<file path="src/rtl/sram_fifo_ctrl.sv">
`default_nettype none
// ============================================================================
// Module   : sram_fifo_ctrl
// Purpose  : Presents a single-port synchronous SRAM as an in-order FIFO of
//            DEPTH words, followed by a 2-entry output buffer. Total capacity
//            is DEPTH+2 words.
//            At most one SRAM access is made per cycle. When both a write and
//            a read are eligible, they take turns.
// Ports    : CLK, RESET_N (async, active-low)
//            in_valid/in_ready/in_data     - upstream valid/ready stream
//            out_valid/out_ready/out_data  - downstream valid/ready stream
//            CEN, WEN, A, D                - SRAM command (combinational)
//            Q                             - SRAM read data, valid one
//                                            cycle after the read edge
//            level, max_level              - occupancy and high-water mark,
//                                            present only when the macro
//                                            SRAM_FIFO_CTRL_STATUS_EN is
//                                            defined
// Revision : 1.0 - initial release
// ============================================================================
module sram_fifo_ctrl #(
  parameter int DATA_W = 64,
  parameter int ADDR_W = 4,
  parameter int DEPTH  = 8
) (
  input  logic              CLK,
  input  logic              RESET_N,
  input  logic              in_valid,
  output logic              in_ready,
  input  logic [DATA_W-1:0] in_data,
  output logic              out_valid,
  input  logic              out_ready,
  output logic [DATA_W-1:0] out_data,
  output logic              CEN,
  output logic              WEN,
  output logic [ADDR_W-1:0] A,
  output logic [DATA_W-1:0] D,
  input  logic [DATA_W-1:0] Q
`ifdef SRAM_FIFO_CTRL_STATUS_EN
  ,
  output logic [ADDR_W:0]   level,
  output logic [ADDR_W:0]   max_level
`endif
);

  localparam int                CW         = ADDR_W + 1;
  localparam logic [CW-1:0]     C_DEPTH    = CW'(DEPTH);
  localparam logic [ADDR_W-1:0] C_PTR_LAST = ADDR_W'(DEPTH - 1);

  typedef enum logic {
    GNT_WR = 1'b0,
    GNT_RD = 1'b1
  } grant_e;

  logic [ADDR_W-1:0] wr_ptr_q, wr_ptr_d;
  logic [ADDR_W-1:0] rd_ptr_q, rd_ptr_d;
  logic [CW-1:0]     sram_cnt_q, sram_cnt_d;
  logic [1:0]        buf_cnt_q, buf_cnt_d;
  logic [DATA_W-1:0] buf0_q, buf0_d;
  logic [DATA_W-1:0] buf1_q, buf1_d;
  logic              rif_q, rif_d;
  grant_e            last_grant_q, last_grant_d;
  logic [ADDR_W-1:0] a_q;
  logic [DATA_W-1:0] d_q;

  logic              wr_elig;
  logic              rd_elig;
  logic              wr_gnt;
  logic              rd_gnt;
  logic              pop;
  logic [1:0]        buf_occ;

  // Slots already promised to the output buffer: words held and a read whose
  // data has not yet returned.
  assign buf_occ = buf_cnt_q + {1'b0, rif_q};

  // Gating with RESET_N keeps the SRAM idle and in_ready low while reset is
  // asserted, even if in_valid is high.
  assign wr_elig = RESET_N & in_valid & (sram_cnt_q < C_DEPTH);
  assign rd_elig = RESET_N & (sram_cnt_q != '0) & (buf_occ < 2'd2);

  always_comb begin
    wr_gnt = 1'b0;
    rd_gnt = 1'b0;
    if (wr_elig && rd_elig) begin
      // Contended: alternate with respect to the previous grant.
      wr_gnt = (last_grant_q == GNT_RD);
      rd_gnt = (last_grant_q == GNT_WR);
    end else begin
      wr_gnt = wr_elig;
      rd_gnt = rd_elig;
    end
  end

  // SRAM command; A and D hold their previous values while idle.
  assign in_ready = wr_gnt;
  assign CEN      = ~(wr_gnt | rd_gnt);
  assign WEN      = ~wr_gnt;
  assign A        = wr_gnt ? wr_ptr_q : (rd_gnt ? rd_ptr_q : a_q);
  assign D        = wr_gnt ? in_data : d_q;

  assign out_valid = (buf_cnt_q != 2'd0);
  assign out_data  = buf0_q;
  assign pop       = out_valid & out_ready;

  always_comb begin
    wr_ptr_d     = wr_ptr_q;
    rd_ptr_d     = rd_ptr_q;
    sram_cnt_d   = sram_cnt_q;
    last_grant_d = last_grant_q;
    rif_d        = rd_gnt;
    if (wr_gnt) begin
      wr_ptr_d     = (wr_ptr_q == C_PTR_LAST) ? '0 : wr_ptr_q + ADDR_W'(1);
      sram_cnt_d   = sram_cnt_q + CW'(1);
      last_grant_d = GNT_WR;
    end else if (rd_gnt) begin
      rd_ptr_d     = (rd_ptr_q == C_PTR_LAST) ? '0 : rd_ptr_q + ADDR_W'(1);
      sram_cnt_d   = sram_cnt_q - CW'(1);
      last_grant_d = GNT_RD;
    end
  end

  // Output buffer: buf0 is always the head. Read data arriving in the cycle
  // after a read edge is appended; a simultaneous pop shifts first so order
  // is preserved. The read eligibility rule guarantees room for the capture.
  always_comb begin
    buf0_d    = buf0_q;
    buf1_d    = buf1_q;
    buf_cnt_d = buf_cnt_q;
    case ({rif_q, pop})
      2'b01: begin
        buf0_d    = buf1_q;
        buf_cnt_d = buf_cnt_q - 2'd1;
      end
      2'b10: begin
        if (buf_cnt_q == 2'd0) begin
          buf0_d = Q;
        end else begin
          buf1_d = Q;
        end
        buf_cnt_d = buf_cnt_q + 2'd1;
      end
      2'b11: begin
        if (buf_cnt_q == 2'd1) begin
          buf0_d = Q;
        end else begin
          buf0_d = buf1_q;
          buf1_d = Q;
        end
      end
      default: ;
    endcase
  end

  always_ff @(posedge CLK or negedge RESET_N) begin
    if (!RESET_N) begin
      wr_ptr_q     <= '0;
      rd_ptr_q     <= '0;
      sram_cnt_q   <= '0;
      buf_cnt_q    <= 2'd0;
      buf0_q       <= '0;
      buf1_q       <= '0;
      rif_q        <= 1'b0;
      last_grant_q <= GNT_RD;
      a_q          <= '0;
      d_q          <= '0;
    end else begin
      wr_ptr_q     <= wr_ptr_d;
      rd_ptr_q     <= rd_ptr_d;
      sram_cnt_q   <= sram_cnt_d;
      buf_cnt_q    <= buf_cnt_d;
      buf0_q       <= buf0_d;
      buf1_q       <= buf1_d;
      rif_q        <= rif_d;
      last_grant_q <= last_grant_d;
      a_q          <= A;
      d_q          <= D;
    end
  end

`ifdef SRAM_FIFO_CTRL_STATUS_EN
  logic [CW-1:0] level_d;
  logic [CW-1:0] max_level_q;

  assign level   = sram_cnt_q + CW'(buf_cnt_q) + CW'(rif_q);
  assign level_d = sram_cnt_d + CW'(buf_cnt_d) + CW'(rif_d);

  // Tracks the next level so the mark already covers the current level.
  always_ff @(posedge CLK or negedge RESET_N) begin
    if (!RESET_N) begin
      max_level_q <= '0;
    end else if (level_d > max_level_q) begin
      max_level_q <= level_d;
    end
  end

  assign max_level = max_level_q;
`endif

endmodule
`default_nettype wire

</file>
<file path="config.mk">
export PLATFORM = sky130hd
export DESIGN_NAME = sram_fifo_ctrl
export DESIGN_NICKNAME = d
export VERILOG_FILES = /design/src/rtl/sram_fifo_ctrl.sv
export SDC_FILE = /design/constraint.sdc
export NUM_CORES = 1
export LEC_CHECK = 0
export CAP_MARGIN = 10
export CORE_MARGIN = 2
export CORE_UTILIZATION = 50
export CTS_CLUSTER_SIZE = 40
export DETAILED_ROUTE_END_ITERATION = 12
export PLACE_DENSITY = 0.88
export SYNTH_ARGS = -nofsm -noshare
export SYNTH_HDL_FRONTEND = slang
export SYNTH_SLANG_ARGS = --single-unit
</file>
<file path="constraint.sdc">
create_clock -name CLK -period 4.5 [get_ports CLK]
set_clock_uncertainty 0.2 [all_clocks]
set_input_delay 0.675 -clock CLK [delete_from_list [all_inputs] [get_ports CLK]]
set_output_delay 0.675 -clock CLK [all_outputs]
set_load 0.01 [all_outputs]
</file>
After elaboration in Yosys (flattened, before gate mapping)
Index checks and enable logic that the tools add are counted.

Logic and storage cells: 66. Register bits: 213. Output and inout port bits: 136. Input bits: 132.

$add $sub $neg: 7. Mux-type cells: 18. Eq/ne operators: 9. Bitwise operators: 9. Magnitude comparators: 2. Reduce and logical (&&, ||, !) cells: 11.

Operators with widths (number): two-way mux 64 bit (5); one-hot mux 64 bit (3 select lines) (1); one-hot mux 64 bit (2 select lines) (1); two-way mux 4 bit (4); two-way mux 5 bit (2); adder 4 x 1 -> 4 bit (second input constant) (2); == test 4 x 3 -> 1 bit (second input constant) (2); nonzero test 2 bit (4); != test 2 bit (second input constant) (3); adder 5 x 1 -> 5 bit (second input constant) (1); bitwise AND 1 bit (5); < comparator 5 x 4 -> 1 bit (second input constant) (1); nonzero test 5 bit (1); subtractor 5 x 1 -> 5 bit (second input constant) (1); == test 2 x 1 -> 1 bit (second input constant) (2); == test 2 bit (second input constant) (2); two-way mux 1 bit (4); one-hot mux 2 bit (2 select lines) (1); AND reduction 2 bit (2); NOT 1 bit (3); AND reduction 3 bit (1); nonzero test 3 bit (1); adder 2 x 1 -> 2 bit (1); adder 2 x 1 -> 2 bit (second input constant) (1); other kinds (5) (5).

Depth between registers and ports, before layout
Word-level depth: 7. Depth in mapped cells: 13. Depth with buffers taken out: 10.

Worst setup path before layout
No wires, ideal clock.

Kind: flip-flop to flip-flop. Start: register sram_cnt_q[1]. End: register sram_cnt_q[4]. Required time: 4.161 ns. Setup slack: 1.581 ns. Arrival time: 2.580 ns. Buffers on the path: 4. Library setup time: 0.139 ns. Clock period less this slack: 2.919 ns. Cell stages (with the launch flop): 13. Cell sequence: dfrtp_1 -> buf_6 -> or3_1 -> buf_2 -> a21oi_2 -> buf_6 -> buf_6 -> inv_1 -> ha_1 -> or4_1 -> a21oi_1 -> o21a_1 -> o221ai_1.

Cells in the longest elaborated chain, start to end: 6. Elaborated cells on any way between the ends: 13. Classes of those cells: 2 x add/sub; 1 x order compare; 4 x mux; 3 x bitwise; 3 x reduce/logical.

RTL lines: from (decl) (line 57) `logic [CW-1:0] sram_cnt_q, sram_cnt_d;`; from (signal assigned) (line 170) `sram_cnt_q <= sram_cnt_d;`; parallel branches: the longest is 4 deep, another holds < comparator 5 x 4 -> 1 bit; two-way mux 1 bit * (line 85) `if (wr_elig && rd_elig) begin`; net in_ready (line 29) `output logic in_ready,`; two-way mux 5 bit / nonzero test 2 bit (equally long branches).

Mark *: on every way through the listed nets, which the timed path passes. The select of a mux whose other input is x is not followed. A chain may end at the register's enable or synchronous reset.

Worst setup path in the final report
Start: input RESET_N. End: output D[47].

Cells in the longest elaborated chain, start to end: 5. Elaborated cells on any way between the ends: 7. Classes of those cells: 2 x mux; 4 x bitwise; 1 x reduce/logical.

RTL lines: from (decl) (line 27) `input logic RESET_N,`; bitwise AND 1 bit, on equally long branches (2 in series) (line 79, 80); logical AND 1 bit (line 85); two-way mux 1 bit * (line 85); two-way mux 64 bit * (line 100) `assign D = wr_gnt ? in_data : d_q;`; to (decl) (line 37) `output logic [DATA_W-1:0] D,`.

Every way passes the cells marked *; elsewhere a longest branch is shown, timed or not.

==> impl_metrics.ini <==
[outcome]
outcome = finished clean

[power_and_ir_drop]
clock_power_share = 0.182
cellLeakagePower_nw = 5.263
switching_portion_of_total_power = 0.3342
pwr-share-comb = 0.452
power.share.sequential = 0.365
ir_drop_v = 0.0003932
switchingPower_mw = 3.064
powerDensity_nw_per_um2 = 747.5
internal_power_mw = 6.104

[detailed_routing]
dr_total_vias = 6298
firstDrtPassIters = 5
post-route-drc-count = 0
route.antenna.remaining_nets = 0
drt-vias-per-instance = 5.397
drt_first_iter_violations = 424
wirelength_mm = 21.76
wl_per_cell_um = 18.64

[logic_synthesis]
synth.top_cell.area_share = 0.6077
synth.distinct_cells = 39
post_synth_fa_ha_maj_area_fraction = 0.01147
synth-seq-cells = 213
synth_seq_area_share = 0.6107
synth_compound_gate_area_share = 0.1149
avgSynthCellArea_um2 = 13.05
share_of_synthesized_cell_area_in_and_or_nand_and_nor_gates = 0.04415
post-synth-top-area-cell = sky130_fd_sc_hd__dfrtp_1
synth-edff-count = 0
synth_top_family_by_area = multiplexers
post_synthesis_instance_area_um2 = 8730
yosysWarningCount = 0
xor_xnor_fraction_of_synth_area = 0.008026
synthMuxAreaShare = 0.1770
synth_nets = 809
synth_async_sr_flop_share = 1.000
dominant_register_cell_in_the_synthesized_netlist = sky130_fd_sc_hd__dfrtp_1
synth_area_leaders = sky130_fd_sc_hd__dfrtp_1 (61%), sky130_fd_sc_hd__mux2_2 (17%), sky130_fd_sc_hd__a22oi_1 (5.5%)
syn-instance-count = 669

[die]
floorplan.die.width_um = 136.1
initial_utilization = 0.5082
rows = 48
floorplan.io_pins = 268
fp.coreArea_um2 = 17180
die_area_um2 = 18530
die_h_um = 136.1

[grt]
first_global_vias = 6546
grt_pass1_wl_mm = 34.45
antenna_violations_before_repair = 0
gr-total-overflow = 0
track_usage = 0.2348
grt_max_degree = 78

[placed_design]
portBuffers = 267
detailed_place.area_um2 = 11600
place_worst_setup_slack_ps = 628.9
finalWeightedCongestion = 0.7928
dp_hpwl_mm = 14.88

[cts]
tritoncts_num_sinks = 213
cts-root-to-sink-buffers = 3
cts_tree = done
worst_skew_pair_later_pin_latency_ps = 500
maximum_level_of_the_cts_h_tree = 1
cts_inserted_buffers = 23
clk_transition_reported_paths_ps = 60
post_cts.repair.setup_buffers = 0
ctsRootBufferMaster = sky130_fd_sc_hd__clkbuf_16

[layout]
fill_cells = 1211
syn2layout_area_growth_pct = 40.50
n_antenna_cell = 0
final_nets = 1069
layout.cell_area.non_filler_um2 = 12270
final-seq-area_um2 = 5331
final_layout_size_suffix_gt1_frac = 0.1996
final_core_utilization = 0.7141
multiInputGateArea_um2 = 3141

[timing]
report.final.slew_viol_count = 0
final-setup-viol-count = 0
final_layout_worst_hold_slack_ps = 278.0
tns_ps = 0
hold_violations = 0
worst-slew-pin-transition_ps = 993.4
max_slew_margin = 0.3362
period_minus_slack_ps = 4184
fin_ws_ps = 316.1
min_period_over_period = 0.9298
fmaxAchievable_ghz = 0.2390
grt_setup_unrepaired = false

[critical_path]
worst-endpoint-arrival_ps = 3310
ff2ff_path_depth = 9
worstPathRequired_ps = 3620
timing.rr.start = sram_cnt_q[1]
crit_path_max_fanout = 65
critPathLaunchType = input pin
critical_path_capture_point_type = output port
worst-r2r-setup-slack_ps = 1250
timing_worst_setup_path_type = in2out
rr_endpoint = sram_cnt_q[4]

[hold_path]
worstHoldEndpoint = out_data[30]
hold_class = reg2reg
worst_hold_startpoint = out_data[30]
worst_hold_stages = 2

[run]
cap_viol_max_count = 0
-- area by class of cell --
cell class,instances,area share
Timing Repair Buffer,279,0.2289
Multi-Input combinational cell,399,0.2560
Inverter,13,0.003978
Tap cell,225,0.02295
Clock buffer,33,0.05080
Clock inverter,5,0.002652
Sequential cell,213,0.4347
-- sequential cells by signal, indices dropped and copies added, names as in the netlist --
register	cells
out_data	64
sram_cnt_q	5
buf_cnt_q	2
a_q	4
wr_ptr_q	4
rif_q	1
d_q	64
buf1_q	64
rd_ptr_q	4
last_grant_q	1
-- power groups by stage --
stage | Combinational, mW | Clock [mW] | Sequential, mW
final | 4.15 | 1.67 | 3.35
after CTS | 4.19 | 1.71 | 3.36
after detailed placement | 4.16 | 0 | 3.37
after floorplan | 2.18 | 0 | 3.38
after global routing | 4.51 | 1.79 | 3.47
after global placement | 4.01 | 0 | 3.31
-- worst max-delay path, cell delays in order --
cell and delay (ps):
sky130_fd_sc_hd__dlygate4sd3_1 570, sky130_fd_sc_hd__buf_8 200, sky130_fd_sc_hd__nand4bb_1 310, sky130_fd_sc_hd__a21oi_4 260
sky130_fd_sc_hd__buf_12 330, sky130_fd_sc_hd__mux2_2 390, sky130_fd_sc_hd__clkdlybuf4s50_1 530
-- what timing repair did --
item	4_1_cts	5_1_grt
hold buffers	1	0
endpoints found under the hold margin	15	0
resized for setup	0	0
-- cell usage after synthesis, types with 2 or more instances --
master,instances
sky130_fd_sc_hd__xor2_1,2
sky130_fd_sc_hd__buf_2,10
sky130_fd_sc_hd__buf_6,9
sky130_fd_sc_hd__ha_1,8
sky130_fd_sc_hd__o21ai_0,68
sky130_fd_sc_hd__nand2_1,74
sky130_fd_sc_hd__clkbuf_1,25
sky130_fd_sc_hd__inv_1,13
sky130_fd_sc_hd__or3_1,2
sky130_fd_sc_hd__dfrtp_1,212
sky130_fd_sc_hd__a222oi_1,3
sky130_fd_sc_hd__a31oi_1,3
sky130_fd_sc_hd__a21oi_1,7
sky130_fd_sc_hd__and3_1,2
sky130_fd_sc_hd__xnor2_1,6
sky130_fd_sc_hd__mux2_2,135
sky130_fd_sc_hd__a21oi_2,2
sky130_fd_sc_hd__a22oi_1,64
sky130_fd_sc_hd__nor2_1,4
-- routing by layer --
metal | share of wire | vias up | GRT usage
met2 | 0.50 | 221 | 0.4028
li1 | - | 2922 | -
met5 | 0 | - | 0
met1 | 0.39 | 3102 | 0.2893
met3 | 0.076 | 53 | 0.05928
met4 | 0.037 | 0 | 0.08102
-- logic make-up after synthesis --
| family | count (synthesis) |
|---|---|
| fa+ha+maj | 8 |
| flops | 213 |
| xor+xnor | 8 |
| simple gates | 90 |
| buf+inv | 57 |
| compound gates | 156 |
| mux | 137 |
-- worst max path at each step --
stage | from | slack [ps] | end | depth (start not counted)
4_1_cts | RESET_N | 310 | D[49] | 7
2_1_floorplan | sram_cnt_q[1] | 1580 | sram_cnt_q[4] | 12
3_5_place_dp | in_valid | 630 | D[49] | 6
6_report | RESET_N | 320 | D[47] | 7
3_3_place_gp | in_valid | 660 | D[49] | 6
5_1_grt | RESET_N | 170 | D[47] | 7
-- stage by stage --
step | power [mW] | cells
5_1_grt | 9.771 | 1167
3_3_place_gp | 7.326 | 1128
3_5_place_dp | 7.534 | 1128
6_report | 9.168 | 1167
4_1_cts | 9.260 | 1167
2_1_floorplan | 5.554 | 669
-- cell usage in the layout (no fill, tap or decap), types with 9 or more instances in the layout --
master / netlist / final
sky130_fd_sc_hd__dfrtp_1: 212 / 212
sky130_fd_sc_hd__clkbuf_1: 25 / 9
sky130_fd_sc_hd__inv_1: 13 / 13
sky130_fd_sc_hd__o21ai_0: 68 / 68
sky130_fd_sc_hd__nand2_1: 74 / 73
sky130_fd_sc_hd__a22oi_1: 64 / 64
sky130_fd_sc_hd__mux2_2: 135 / 135
sky130_fd_sc_hd__clkdlybuf4s50_1: 0 / 266
sky130_fd_sc_hd__clkbuf_16: 0 / 23
No activity file was read; power rests on OpenSTA's default activity.
